`config.mk`:
```
export PLATFORM = sky130hd
export DESIGN_NAME = demapper_check
export DESIGN_NICKNAME = d
export VERILOG_FILES = /design/src/rtl/demapper_check.sv
export SDC_FILE = /design/constraint.sdc
export NUM_CORES = 1
export LEC_CHECK = 0
export CAP_MARGIN = 0
export CORE_AREA = 3 3 124 114
export DETAILED_ROUTE_END_ITERATION = 10
export DIE_AREA = 0 0 127 117
export PLACE_DENSITY = 0.75
export SLEW_MARGIN = 20
export SYNTH_ARGS = -nofsm -noshare
export SYNTH_HDL_FRONTEND = slang
export SYNTH_SLANG_ARGS = --single-unit
```
`constraint.sdc`:
```
create_clock -name i_clk -period 2.35 [get_ports i_clk]
set_clock_uncertainty 0.15 [all_clocks]
set_input_delay 0.47 -clock i_clk [delete_from_list [all_inputs] [get_ports i_clk]]
set_output_delay 0.47 -clock i_clk [all_outputs]
set_load 0.05 [all_outputs]
```
`src/rtl/demapper_check.sv`:
```
// -----------------------------------------------------------------------------
// demapper_check
//
// Purpose:
//   Frame demapper with CRC gating. Hunts for the frame alignment sequence
//   F6 F6 28 28, collects PYLD_LEN payload bytes into an internal buffer while
//   running a CRC-8 (poly 0x07, init 00, MSB first), checks the trailing CRC
//   byte and, when allowed, drains the buffered payload to the client.
//   With ARQ enabled a good frame pulses o_ack and is released; a bad frame
//   pulses o_nack and is discarded. With ARQ disabled every frame is released
//   and neither pulse is produced.
//
// Parameters:
//   PYLD_LEN            payload bytes per frame (2..256)
//
// Optional feature:
//   DEMAP_CRC_ERR_CNT_EN  when defined, o_crc_err_cnt is a saturating count of
//                         o_nack pulses; when undefined it is tied to 00.
//
// Ports:
//   i_clk               clock, rising edge active
//   i_rst_n             asynchronous active-low reset
//   i_frame_data        received frame byte
//   i_frame_data_valid  frame byte qualifier
//   o_frame_data_ready  block accepts a frame byte (low while draining)
//   o_pyld_data         verified payload byte
//   o_pyld_data_valid   payload byte qualifier
//   i_pyld_data_ready   client accepts a payload byte
//   i_arq_en            1 = CRC gating with ACK/NACK, 0 = pass-through
//   o_ack               one-cycle pulse, frame with good CRC
//   o_nack              one-cycle pulse, frame with bad CRC
//   o_crc_val           CRC computed over the last completed frame
//   o_crc_err_cnt       bad-CRC frame count (see optional feature)
// -----------------------------------------------------------------------------
module demapper_check #(
    parameter int PYLD_LEN = 16
) (
    input  logic       i_clk,
    input  logic       i_rst_n,
    input  logic [7:0] i_frame_data,
    input  logic       i_frame_data_valid,
    output logic       o_frame_data_ready,
    output logic [7:0] o_pyld_data,
    output logic       o_pyld_data_valid,
    input  logic       i_pyld_data_ready,
    input  logic       i_arq_en,
    output logic       o_ack,
    output logic       o_nack,
    output logic [7:0] o_crc_val,
    output logic [7:0] o_crc_err_cnt
);

    localparam int               PTR_W    = (PYLD_LEN > 1) ? $clog2(PYLD_LEN) : 1;
    localparam logic [PTR_W-1:0] LAST_IDX = PTR_W'(PYLD_LEN - 1);
    localparam logic [7:0]       FAS_A    = 8'hF6;   // FAS bytes 0 and 1
    localparam logic [7:0]       FAS_B    = 8'h28;   // FAS bytes 2 and 3

    typedef enum logic [1:0] {
        ST_HUNT  = 2'd0,
        ST_PYLD  = 2'd1,
        ST_CRC   = 2'd2,
        ST_DRAIN = 2'd3
    } state_e;

    // One byte of CRC-8, polynomial x^8+x^2+x+1, MSB first, no reflection.
    function automatic logic [7:0] crc8_byte(input logic [7:0] crc,
                                             input logic [7:0] data);
        logic [7:0] c;
        c = crc ^ data;
        for (int i = 0; i < 8; i++) begin
            c = c[7] ? ({c[6:0], 1'b0} ^ 8'h07) : {c[6:0], 1'b0};
        end
        return c;
    endfunction

    state_e           state_q,   state_d;
    logic [1:0]       fas_idx_q, fas_idx_d;
    logic [PTR_W-1:0] wr_ptr_q,  wr_ptr_d;
    logic [PTR_W-1:0] rd_ptr_q,  rd_ptr_d;
    logic [7:0]       crc_q,     crc_d;
    logic [7:0]       crc_val_q, crc_val_d;
    logic             ack_q,     ack_d;
    logic             nack_q,    nack_d;
    logic             mem_we;
    logic [7:0]       pyld_mem_q [PYLD_LEN];

    logic             frame_acc;
    logic             pyld_acc;
    logic [7:0]       fas_exp;

    assign o_frame_data_ready = (state_q != ST_DRAIN);
    assign o_pyld_data_valid  = (state_q == ST_DRAIN);
    // The read pointer only moves on a transfer, so data holds under backpressure.
    assign o_pyld_data        = pyld_mem_q[rd_ptr_q];
    assign o_ack              = ack_q;
    assign o_nack             = nack_q;
    assign o_crc_val          = crc_val_q;

    assign frame_acc = i_frame_data_valid && o_frame_data_ready;
    assign pyld_acc  = o_pyld_data_valid && i_pyld_data_ready;
    assign fas_exp   = fas_idx_q[1] ? FAS_B : FAS_A;

    // -------------------------------------------------------------------------
    // Next-state / datapath control
    // -------------------------------------------------------------------------
    // NOTE: every signal driven here gets a default first so no path can
    // leave it unassigned and infer a latch.
    always_comb begin
        state_d   = state_q;
        fas_idx_d = fas_idx_q;
        wr_ptr_d  = wr_ptr_q;
        rd_ptr_d  = rd_ptr_q;
        crc_d     = crc_q;
        crc_val_d = crc_val_q;
        ack_d     = 1'b0;
        nack_d    = 1'b0;
        mem_we    = 1'b0;

        unique case (state_q)
            ST_HUNT: begin
                if (frame_acc) begin
                    if (i_frame_data == fas_exp) begin
                        if (fas_idx_q == 2'd3) begin
                            fas_idx_d = 2'd0;
                            state_d   = ST_PYLD;
                        end else begin
                            fas_idx_d = fas_idx_q + 2'd1;
                        end
                    end else if (i_frame_data == FAS_A) begin
                        // An F6 arriving where 28 was expected after F6 F6
                        // still leaves F6 F6 as a valid partial match; after
                        // F6 F6 28 only the new F6 counts.
                        fas_idx_d = (fas_idx_q == 2'd2) ? 2'd2 : 2'd1;
                    end else begin
                        fas_idx_d = 2'd0;
                    end
                end
            end

            ST_PYLD: begin
                if (frame_acc) begin
                    mem_we = 1'b1;
                    crc_d  = crc8_byte(crc_q, i_frame_data);
                    if (wr_ptr_q == LAST_IDX) begin
                        wr_ptr_d = '0;
                        state_d  = ST_CRC;
                    end else begin
                        wr_ptr_d = wr_ptr_q + 1'b1;
                    end
                end
            end

            ST_CRC: begin
                if (frame_acc) begin
                    crc_val_d = crc_q;
                    // i_arq_en only matters here, so mid-frame changes are ignored.
                    if (!i_arq_en) begin
                        state_d = ST_DRAIN;
                    end else if (i_frame_data == crc_q) begin
                        ack_d   = 1'b1;
                        state_d = ST_DRAIN;
                    end else begin
                        // Bad frame: the buffer is simply never read out.
                        nack_d    = 1'b1;
                        crc_d     = 8'h00;
                        wr_ptr_d  = '0;
                        rd_ptr_d  = '0;
                        fas_idx_d = 2'd0;
                        state_d   = ST_HUNT;
                    end
                end
            end

            ST_DRAIN: begin
                if (pyld_acc) begin
                    if (rd_ptr_q == LAST_IDX) begin
                        rd_ptr_d  = '0;
                        wr_ptr_d  = '0;
                        fas_idx_d = 2'd0;
                        crc_d     = 8'h00;
                        state_d   = ST_HUNT;
                    end else begin
                        rd_ptr_d = rd_ptr_q + 1'b1;
                    end
                end
            end

            default: state_d = ST_HUNT;
        endcase
    end

    // -------------------------------------------------------------------------
    // State and control registers
    // -------------------------------------------------------------------------
    // NOTE: sequential state uses non-blocking assignments so every register
    // samples the pre-edge value of every other register.
    always_ff @(posedge i_clk or negedge i_rst_n) begin
        if (!i_rst_n) begin
            state_q   <= ST_HUNT;
            fas_idx_q <= 2'd0;
            wr_ptr_q  <= '0;
            rd_ptr_q  <= '0;
            crc_q     <= 8'h00;
            crc_val_q <= 8'h00;
            ack_q     <= 1'b0;
            nack_q    <= 1'b0;
        end else begin
            state_q   <= state_d;
            fas_idx_q <= fas_idx_d;
            wr_ptr_q  <= wr_ptr_d;
            rd_ptr_q  <= rd_ptr_d;
            crc_q     <= crc_d;
            crc_val_q <= crc_val_d;
            ack_q     <= ack_d;
            nack_q    <= nack_d;
        end
    end

    // -------------------------------------------------------------------------
    // Payload buffer
    // -------------------------------------------------------------------------
    // NOTE: the buffer has no reset; stale contents are harmless because reset
    // returns to HUNT and a new frame overwrites every entry before DRAIN.
    always_ff @(posedge i_clk) begin
        if (mem_we) begin
            pyld_mem_q[wr_ptr_q] <= i_frame_data;
        end
    end

    // -------------------------------------------------------------------------
    // Bad-CRC frame counter
    // -------------------------------------------------------------------------
`ifdef DEMAP_CRC_ERR_CNT_EN
    logic [7:0] err_cnt_q;

    always_ff @(posedge i_clk or negedge i_rst_n) begin
        if (!i_rst_n) begin
            err_cnt_q <= 8'h00;
        end else if (nack_d && (err_cnt_q != 8'hFF)) begin
            err_cnt_q <= err_cnt_q + 8'd1;
        end
    end

    assign o_crc_err_cnt = err_cnt_q;
`else
    assign o_crc_err_cnt = 8'h00;
`endif

endmodule

```
==> run metrics, run 1 <==
row count 39; library cells used by synthesis 53; Root Buffer clkbuf_16; Detailed Route WL 15600 µm; Max Cap Viol 0; ant diodes 0; GRT Util Overall 22.2%; Slew Viols, Final 0; Seq cells post-synth between 150 and 200; Filler cells 837; FF+latch area between 4000 and 5000 µm²; P per Cell Area 660 nW/µm²; sequential-to-total area share from yosys stat between 60% and 70%; critical path required time ~1.7 ns; crit-path max FO 7; Synth area leader edfxtp_1; number of global-route vias before repair 4218; commonest cells after routing, fill and taps aside edfxtp_1, buf_4, mux4_2; Mapped Avg Cell Area 17.6 µm²; most common library cell in the layout ignoring fill and taps edfxtp_1; Worst-Margin Slew 0.505 ns; DP Wirelength 9940 µm; proportion of layout cells with a drive suffix above 1 between 30% and 40%; TritonRoute pass-1 iters 5; cts bufs inserted 17; first-pass GRT wire length approximately 24000 µm; routed vias 4037; Async SR Flop Fraction 19.0%; area grow syn2layout 26.4%; Max H-tree Level 4; core footprint 12800 µm²; Worst Setup Start Kind flip-flop; Multi-input gate area between 2000 and 2500 µm²; clock latency on the worst-skew pair ~0.42 ns; Die ar. 14900 µm²; Die Y 117 µm; endpoints failing hold 0; CTS max path bufs 2; DRT antenna net count 0; Design Area, Final between 8000 and 9000 µm²; CP endpoint kind primary output; Worst-path clk slew 0.06 ns; quantity of I/O buffers inserted on ports 32; minimum clock period 2.95 ns; CTS tree built; Slew Limit Headroom 66.2%; final setup violating endpoints 8; largest net degree at the start of global routing 31; failing checks negative setup slack; EDFF count, synth 128; DRC 0; post-synthesis cell count 396; Initial Util 54.5%; I/O pin count 41; Synth area leaders edfxtp_1, dfrtp_1, mux4_1, mux4_2, ha_1; Synth Flop Type edfxtp_1; Crit Path Class reg2out; initial antenna violation count 0; Leakage 3.21 nW; WL/cell 22.9 µm; Final GP Congestion slightly above 0.8; post-synth top area share 55.2%; # hold bufs at CTS 0; post-layout worst setup margin -0.599 ns; Max Clk Rate about 340 MHz; Critical path buffers and inverters 3; min-delay worst type in2async; Ys Warns 0; status finished with violations; worst vdd ir about 530 µV; max incr delay on CP between 0.5 and 0.6 ns; NumNets Final 529; delay-heaviest family, CP multiplexers; die width 127 µm; unrepaired setup endpoints after global routing true; Mapped Area about 7000 µm²; fin crit share 126%; via/cell ratio 5.91; CP max-delay cell mux4_2; crit path cell chain buf_12, buf_12, mux4_2, mux4_2, buf_8; clock sinks 158; post-place setup slack -0.476 ns; Post-DP Area 7950 µm²; WP data arrival ~2.3 ns; total grt overflow 0; DRT iter0 DRCs 450
-- report_power, final --
group	leakage (nW)	total [mW]	switching, mW	internal [mW]
logic	1.39	0.212	0.128	0.0840
clock network	0.269	2.57	1.18	1.39
registers	1.55	3.03	0.000154	3.03
-- logic make-up (layout without fill, tap and decap cells) --
group / count (synthesis) / in the layout / synth area share [%]
DFF: 158 / 158 / 66.0
and+or+nand+nor: 76 / 76 / 6.43
muxes: 47 / 47 / 15.5
AOI/OAI and AO/OA: 45 / 45 / 4.06
buffers and inverters: 39 / 155 / 3.14
xor gates and xnor gates: 20 / 20 / 3.02
adders and majority gates: 10 / 10 / 1.80
other: 1 / 8 / 0.0538
-- synth_stat cells (2+ instances only) --
cell type and instances:
o22ai_1 6, nand2_1 23, mux2i_1 2, nand3_1 4
mux4_2 12, buf_8 2, a21o_1 2, dfrtp_1 30
and4_1 3, xnor3_1 2, nand4_1 3, nor2_1 5
a21oi_1 6, xnor2_1 13, a22o_1 2, edfxtp_1 128
nor3_1 2, inv_1 11, nand2b_1 3, nor4b_1 3
and2_1 13, a211oi_1 2, buf_6 2, buf_4 8
mux2_2 5, o21ai_0 19, and3_1 2, nand3b_1 4
clkbuf_1 11, xor2_1 4, mux4_1 28, buf_2 4
o31ai_1 3, ha_1 10
-- what timing repair did --
action                                 4_1_cts  5_1_grt
resized for setup                           22       15
endpoints found under the hold margin        0        0
pin swaps                                    2        6
gates cloned                                 2        1
setup buffers                               12        3
setup endpoints to repair                   11       22
-- state kept, by name, summed over array words and instances (netlist names) --
name / flops
o_ack: 1
crc_q: 8
o_crc_val: 8
fas_idx_q: 2
wr_ptr_q: 4
o_nack: 1
rd_ptr_q: 4
pyld_mem_q: 128
state_q: 2
-- stage by stage --
stage	total power, mW	hold WS [ns]	setup TNS (ns)	instances	util [%]
4_1_cts	5.83	0.291	-4.63	679	68.1
5_1_grt	5.98	0.319	-5.01	683	68.8
3_3_place_gp	3.29	0.323	-6.99	634	62.2
3_5_place_dp	3.29	0.328	-7.95	634	62.2
6_report	5.81	0.288	-4.52	683	68.8
2_1_floorplan	3.18	0.0244	-0.261	403	-
-- routing by layer --
metal	vias up	GRT usage [%]	wire [µm]
li1	1760	-	-
met1	2075	27.5	6010
met2	180	38.9	8230
met3	22	6.13	1090
met4	0	6.36	299
met5	-	0	0
-- final timing paths --
check                              from        endpoint  slack (ns)  cells past startpoint
max                         rd_ptr_q[0]  o_pyld_data[1]       -0.60                      5
min                             i_rst_n     rd_ptr_q[3]        0.29                      2
max reg2reg                 rd_ptr_q[0]    fas_idx_q[1]        0.06                      8
min reg2reg                o_crc_val[6]    o_crc_val[6]        0.34                      2
max in group asynchronous       i_rst_n     rd_ptr_q[0]        1.46                      2
min in group i_clk         o_crc_val[6]    o_crc_val[6]        0.34                      2
-- cell type report --
cell class                      instances  share of cell area (%)
Inverter                               12                   0.512
Tap cell                              164                    2.33
Clock inverter                         15                    1.54
Sequential cell                       158                    52.2
Timing Repair Buffer                  111                    14.2
Multi-Input combinational cell        206                    24.3
Clock buffer                           17                    4.83
No activity file was read; power rests on OpenSTA's default activity.
==> inputs of run 2 (changes only) <==
--- a/config.mk
+++ b/config.mk
@@ -9,7 +9,7 @@
 export CORE_AREA = 3 3 124 114
 export DETAILED_ROUTE_END_ITERATION = 10
 export DIE_AREA = 0 0 127 117
-export PLACE_DENSITY = 0.75
+export PLACE_DENSITY = 0.84
 export SLEW_MARGIN = 20
 export SYNTH_ARGS = -nofsm -noshare
 export SYNTH_HDL_FRONTEND = slang
==> run 2 against run 1 <==
  * The flow still finishes with violations (negative setup slack)
  * Critical path depth unchanged
  * Worst setup slack got worse by 0.0090 ns
  * Count of clock-buffer cells in the layout rose by 2
  * Register-to-register slack improved by 0.04 ns
  * Critical path type unchanged
==> run metrics, run 2 (same netlist as run 1, synthesis figures left out) <==
status finished with violations; failing checks negative setup slack; CP max-delay cell mux4_2; cts bufs inserted 17; P per Cell Area 666 nW/µm²; die width 127 µm; clock sinks about 160; DRC 0; unrepaired setup endpoints after global routing true; CTS max path bufs 2; Worst-Margin Slew 0.529 ns; critical path required time 1.73 ns; CP endpoint kind primary output; Detailed Route WL 15700 µm; ant diodes 0; TritonRoute pass-1 iters 5; DRT antenna net count 0; GRT Util Overall 21.6%; fin crit share 126%; total grt overflow 0; largest net degree at the start of global routing 36; crit path cell chain buf_12, clkbuf_16, mux4_2, mux4_2, buf_6; Slew Limit Headroom 64.5%; DP Wirelength between 9000 and 10000 µm; crit-path max FO 8; commonest cells after routing, fill and taps aside edfxtp_1, buf_4, mux4_2; area grow syn2layout 23.6%; Crit Path Class reg2out; WL/cell 22.9 µm; clock latency on the worst-skew pair between 0.4 and 0.5 ns; min-delay worst type in2async; Max Clk Rate 338 MHz; initial antenna violation count 0; Die ar. 14900 µm²; Power, Total 5.74 mW; minimum clock period 2.96 ns; Final GP Congestion 0.853; first-pass GRT wire length between 20000 and 25000 µm; core footprint 12800 µm²; post-layout worst setup margin -0.608 ns; post-place setup slack -0.489 ns; FF+latch area 4600 µm²; Root Buffer clkbuf_16; max incr delay on CP 0.55 ns; Leakage 3.15 nW; # hold bufs at CTS 0; Max Cap Viol 0; smallest hold slack 0.299 ns; quantity of I/O buffers inserted on ports 32; TNS Setup -4.56 ns; worst vdd ir 460 µV; row count 39; WP data arrival 2.34 ns; Die Y 117 µm; I/O pin count 41; Layout Utilization 67.3%; Filler cells slightly above 800; Max H-tree Level 4; endpoints failing hold 0; CP dominant cell by count mux4_2; most common library cell in the layout ignoring fill and taps edfxtp_1; Slew Viols, Final 0; final setup violating endpoints 8; via/cell ratio 5.91; proportion of layout cells with a drive suffix above 1 33.0%; Multi-input gate area ~2100 µm²; DRT iter0 DRCs 610; Worst-path clk slew 0.06 ns; NumNets Final 528; Worst Setup Start Kind flip-flop; CTS tree built; Initial Util 54.5%; most flop-heavy register pyld_mem_q; number of global-route vias before repair 4156; routed vias 4030; max reg flops ~130
[run 2: path summary, 6_finish.rpt]
check                             startpoint          endpoint  slack [ns]  cells after the start
worst max-delay path             rd_ptr_q[0]    o_pyld_data[3]       -0.61                      5
worst min-delay path                 i_rst_n          crc_q[3]        0.30                      2
worst max register to register    state_q[0]  pyld_mem_q[0][5]        0.10                      5
worst min register to register  o_crc_val[2]      o_crc_val[2]        0.34                      2
max in group asynchronous            i_rst_n       rd_ptr_q[1]        1.44                      2
min in group i_clk              o_crc_val[2]      o_crc_val[2]        0.34                      2
[run 2: critical path: cells and delay by family (launching register included)]
kind / cells / cell delay (ns)
flops: 1 / 0.37
mux: 2 / 1.04
buf+inv: 3 / 0.49
[run 2: area by class of cell]
type / instances / area share, %
Clock inverter: 13 / 1.16
Sequential cell: 158 / 53.4
Clock buffer: 19 / 5.03
Tap cell: 164 / 2.38
Timing Repair Buffer: 110 / 12.9
Inverter: 12 / 0.523
Multi-Input combinational cell: 206 / 24.6
[run 2: layer usage]
metal	share of wire (%)	vias to the layer above	GRT usage, %
met5	0	-	0
met4	0.82	0	6.79
met3	6.9	15	5.99
met2	53	194	36.8
met1	40	2065	27.4
li1	-	1756	-
[run 2: power by group]
| part | internal, mW | switching (mW) | total (mW) |
|---|---|---|---|
| Combinational | 0.0827 | 0.125 | 0.208 |
| Sequential | 3.03 | 0.000158 | 3.03 |
| Clock | 1.43 | 1.07 | 2.50 |
| Total | 4.54 | 1.19 | 5.74 |
[run 2: metrics by stage]
| stage | instance area, µm² | instances |
|---|---|---|
| 2_1_floorplan | 6920 | 403 |
| 3_3_place_gp | 7880 | 643 |
| 3_5_place_dp | 7880 | 643 |
| 4_1_cts | 8440 | 677 |
| 5_1_grt | 8610 | 682 |
| 6_report | 8610 | 682 |
[run 2: repair_timing]
action	4_1_cts	5_1_grt
buffers inserted	2	2
setup endpoints to repair	11	46
cloned	0	3
gates resized for setup	6	17
pin swaps	1	2
==> inputs of run 3 (changes only) <==
--- a/config.mk
+++ b/config.mk
@@ -7,6 +7,7 @@
 export LEC_CHECK = 0
 export CAP_MARGIN = 0
 export CORE_AREA = 3 3 124 114
+export CTS_BUF_LIST = sky130_fd_sc_hd__clkbuf_16
 export DETAILED_ROUTE_END_ITERATION = 10
 export DIE_AREA = 0 0 127 117
 export PLACE_DENSITY = 0.84
==> run 3 against run 2 <==
  * The run still ends with negative setup slack left
  * Worst setup slack hardly changed
  * Cell count stayed put
  * Die area unchanged
  * Highest routed layer unchanged
  * Critical endpoint unchanged
==> run metrics, run 3 (same netlist as run 1, synthesis figures left out) <==
clock sinks 158; non-filler cells, final 682; most used routing layer met2; Worst-Margin Slew 0.535 ns; Crit Path Class reg2out; unrepaired setup endpoints after global routing true; max reg flops 128; DRT antenna net count 0; WP data arrival 2.34 ns; first-pass GRT wire length 23700 µm; NumNets Final 528; delay-heaviest family, CP multiplexers; number of global-route vias before repair between 4000 and 5000; ant diodes 0; die width 127 µm; Max Clk Rate 338 MHz; CTS max path bufs 2; post-layout worst setup margin -0.608 ns; DRT iter0 DRCs 607; row count 39; RR Startpoint state_q[0]; post-place setup slack -0.489 ns; DRC 0; most flop-heavy register pyld_mem_q; most common library cell in the layout ignoring fill and taps edfxtp_1; area grow syn2layout 23.6%; CP Launch Point rd_ptr_q[0]; CTS tree built; GRT met1 Usage 27.4%; CP dominant cell by count mux4_2; # hold bufs at CTS 0; GR Util met3 5.99%; DP Wirelength between 9000 and 10000 µm; P per Cell Area 666 nW/µm²; fin crit share 126%; min-delay worst type in2async; Root Buffer clkbuf_16; global routing met2 resource utilization 36.8%; core footprint about 13000 µm²; Slew Limit Headroom 64.1%; Max H-tree Level 4; GRT Util Overall 21.6%; largest net degree at the start of global routing 36; endpoints failing hold 0; minimum clock period a little under 3 ns; failing checks negative setup slack; crit path cell chain buf_12, clkbuf_16, mux4_2, mux4_2, buf_6; Leakage 3.16 nW; routed vias 4021; clock latency on the worst-skew pair 0.42 ns; Max Cap Viol 0; Worst-path clk slew 0.06 ns; crit-path max FO 8; Worst Setup Start Kind flip-flop; quantity of I/O buffers inserted on ports 32; max incr delay on CP 0.55 ns; status finished with violations; Final GP Congestion 0.853; Die ar. 14900 µm²; CP max-delay cell mux4_2; cts bufs inserted 17; final setup violating endpoints 8; TNS Setup -4.56 ns; initial antenna violation count 0; Slew Viols, Final 0; worst vdd ir 460 µV; via/cell ratio approximately 5.9; Post-DP Area 7880 µm²; I/O pin count 41; Design Area, Final 8610 µm²; dpl cells between 600 and 700; proportion of layout cells with a drive suffix above 1 between 30% and 40%; CP endpoint kind primary output; critical path required time 1.73 ns; commonest cells after routing, fill and taps aside edfxtp_1, buf_4, mux4_2; total grt overflow 0; TritonRoute pass-1 iters 5; Die Y 117 µm; WL/cell 22.9 µm; Initial Util 54.5%; Critical path buffers and inverters 3; Detailed Route WL between 15000 and 20000 µm
[run 3: routing by layer]
metal  up-vias  share of wire, %
li1       1756                 -
met1      2060                40
met2       192                53
met3        13               6.7
met4         0              0.77
met5         -                 0
[run 3: worst paths after layout]
| path | to | slack [ns] | cells past startpoint |
|---|---|---|---|
| min in group i_clk | o_crc_val[2] | 0.34 | 2 |
| setup reg to reg | pyld_mem_q[0][5] | 0.10 | 5 |
| hold reg to reg | o_crc_val[2] | 0.34 | 2 |
| setup / recovery | o_pyld_data[3] | -0.61 | 5 |
| max in group asynchronous | rd_ptr_q[1] | 1.44 | 2 |
| hold / removal | crc_q[3] | 0.30 | 2 |
[run 3: where the power goes]
group	switching (mW)	leakage (nW)	internal (mW)
clock	1.07	0.261	1.43
combinational	0.125	1.35	0.0827
sequential	0.000158	1.55	3.03
[run 3: timing repair]
| item | in CTS | in global routing |
|---|---|---|
| setup buffers | 2 | 2 |
| pin swaps | 1 | 2 |
| gates resized for setup | 6 | 17 |
| endpoints found under the setup margin | 11 | 46 |
| gates cloned | 0 | 3 |
[run 3: cell type report]
class                           count  area, µm²
Multi-Input combinational cell    206       2110
Clock inverter                     15        108
Tap cell                          164        205
Sequential cell                   158       4600
Fill cell                         820       4180
Clock buffer                       17        425
Timing Repair Buffer              110       1110
Inverter                           12       45.0
[run 3: through the flow]
| stage | utilization [%] | total power, mW | hold slack (ns) |
|---|---|---|---|
| after floorplan | - | 3.18 | 0.0244 |
| after global placement | 61.6 | 3.28 | 0.321 |
| after detailed placement | 61.6 | 3.29 | 0.333 |
| after CTS | 66.1 | 5.74 | 0.302 |
| after global routing | 67.3 | 5.91 | 0.319 |
| final | 67.3 | 5.73 | 0.300 |
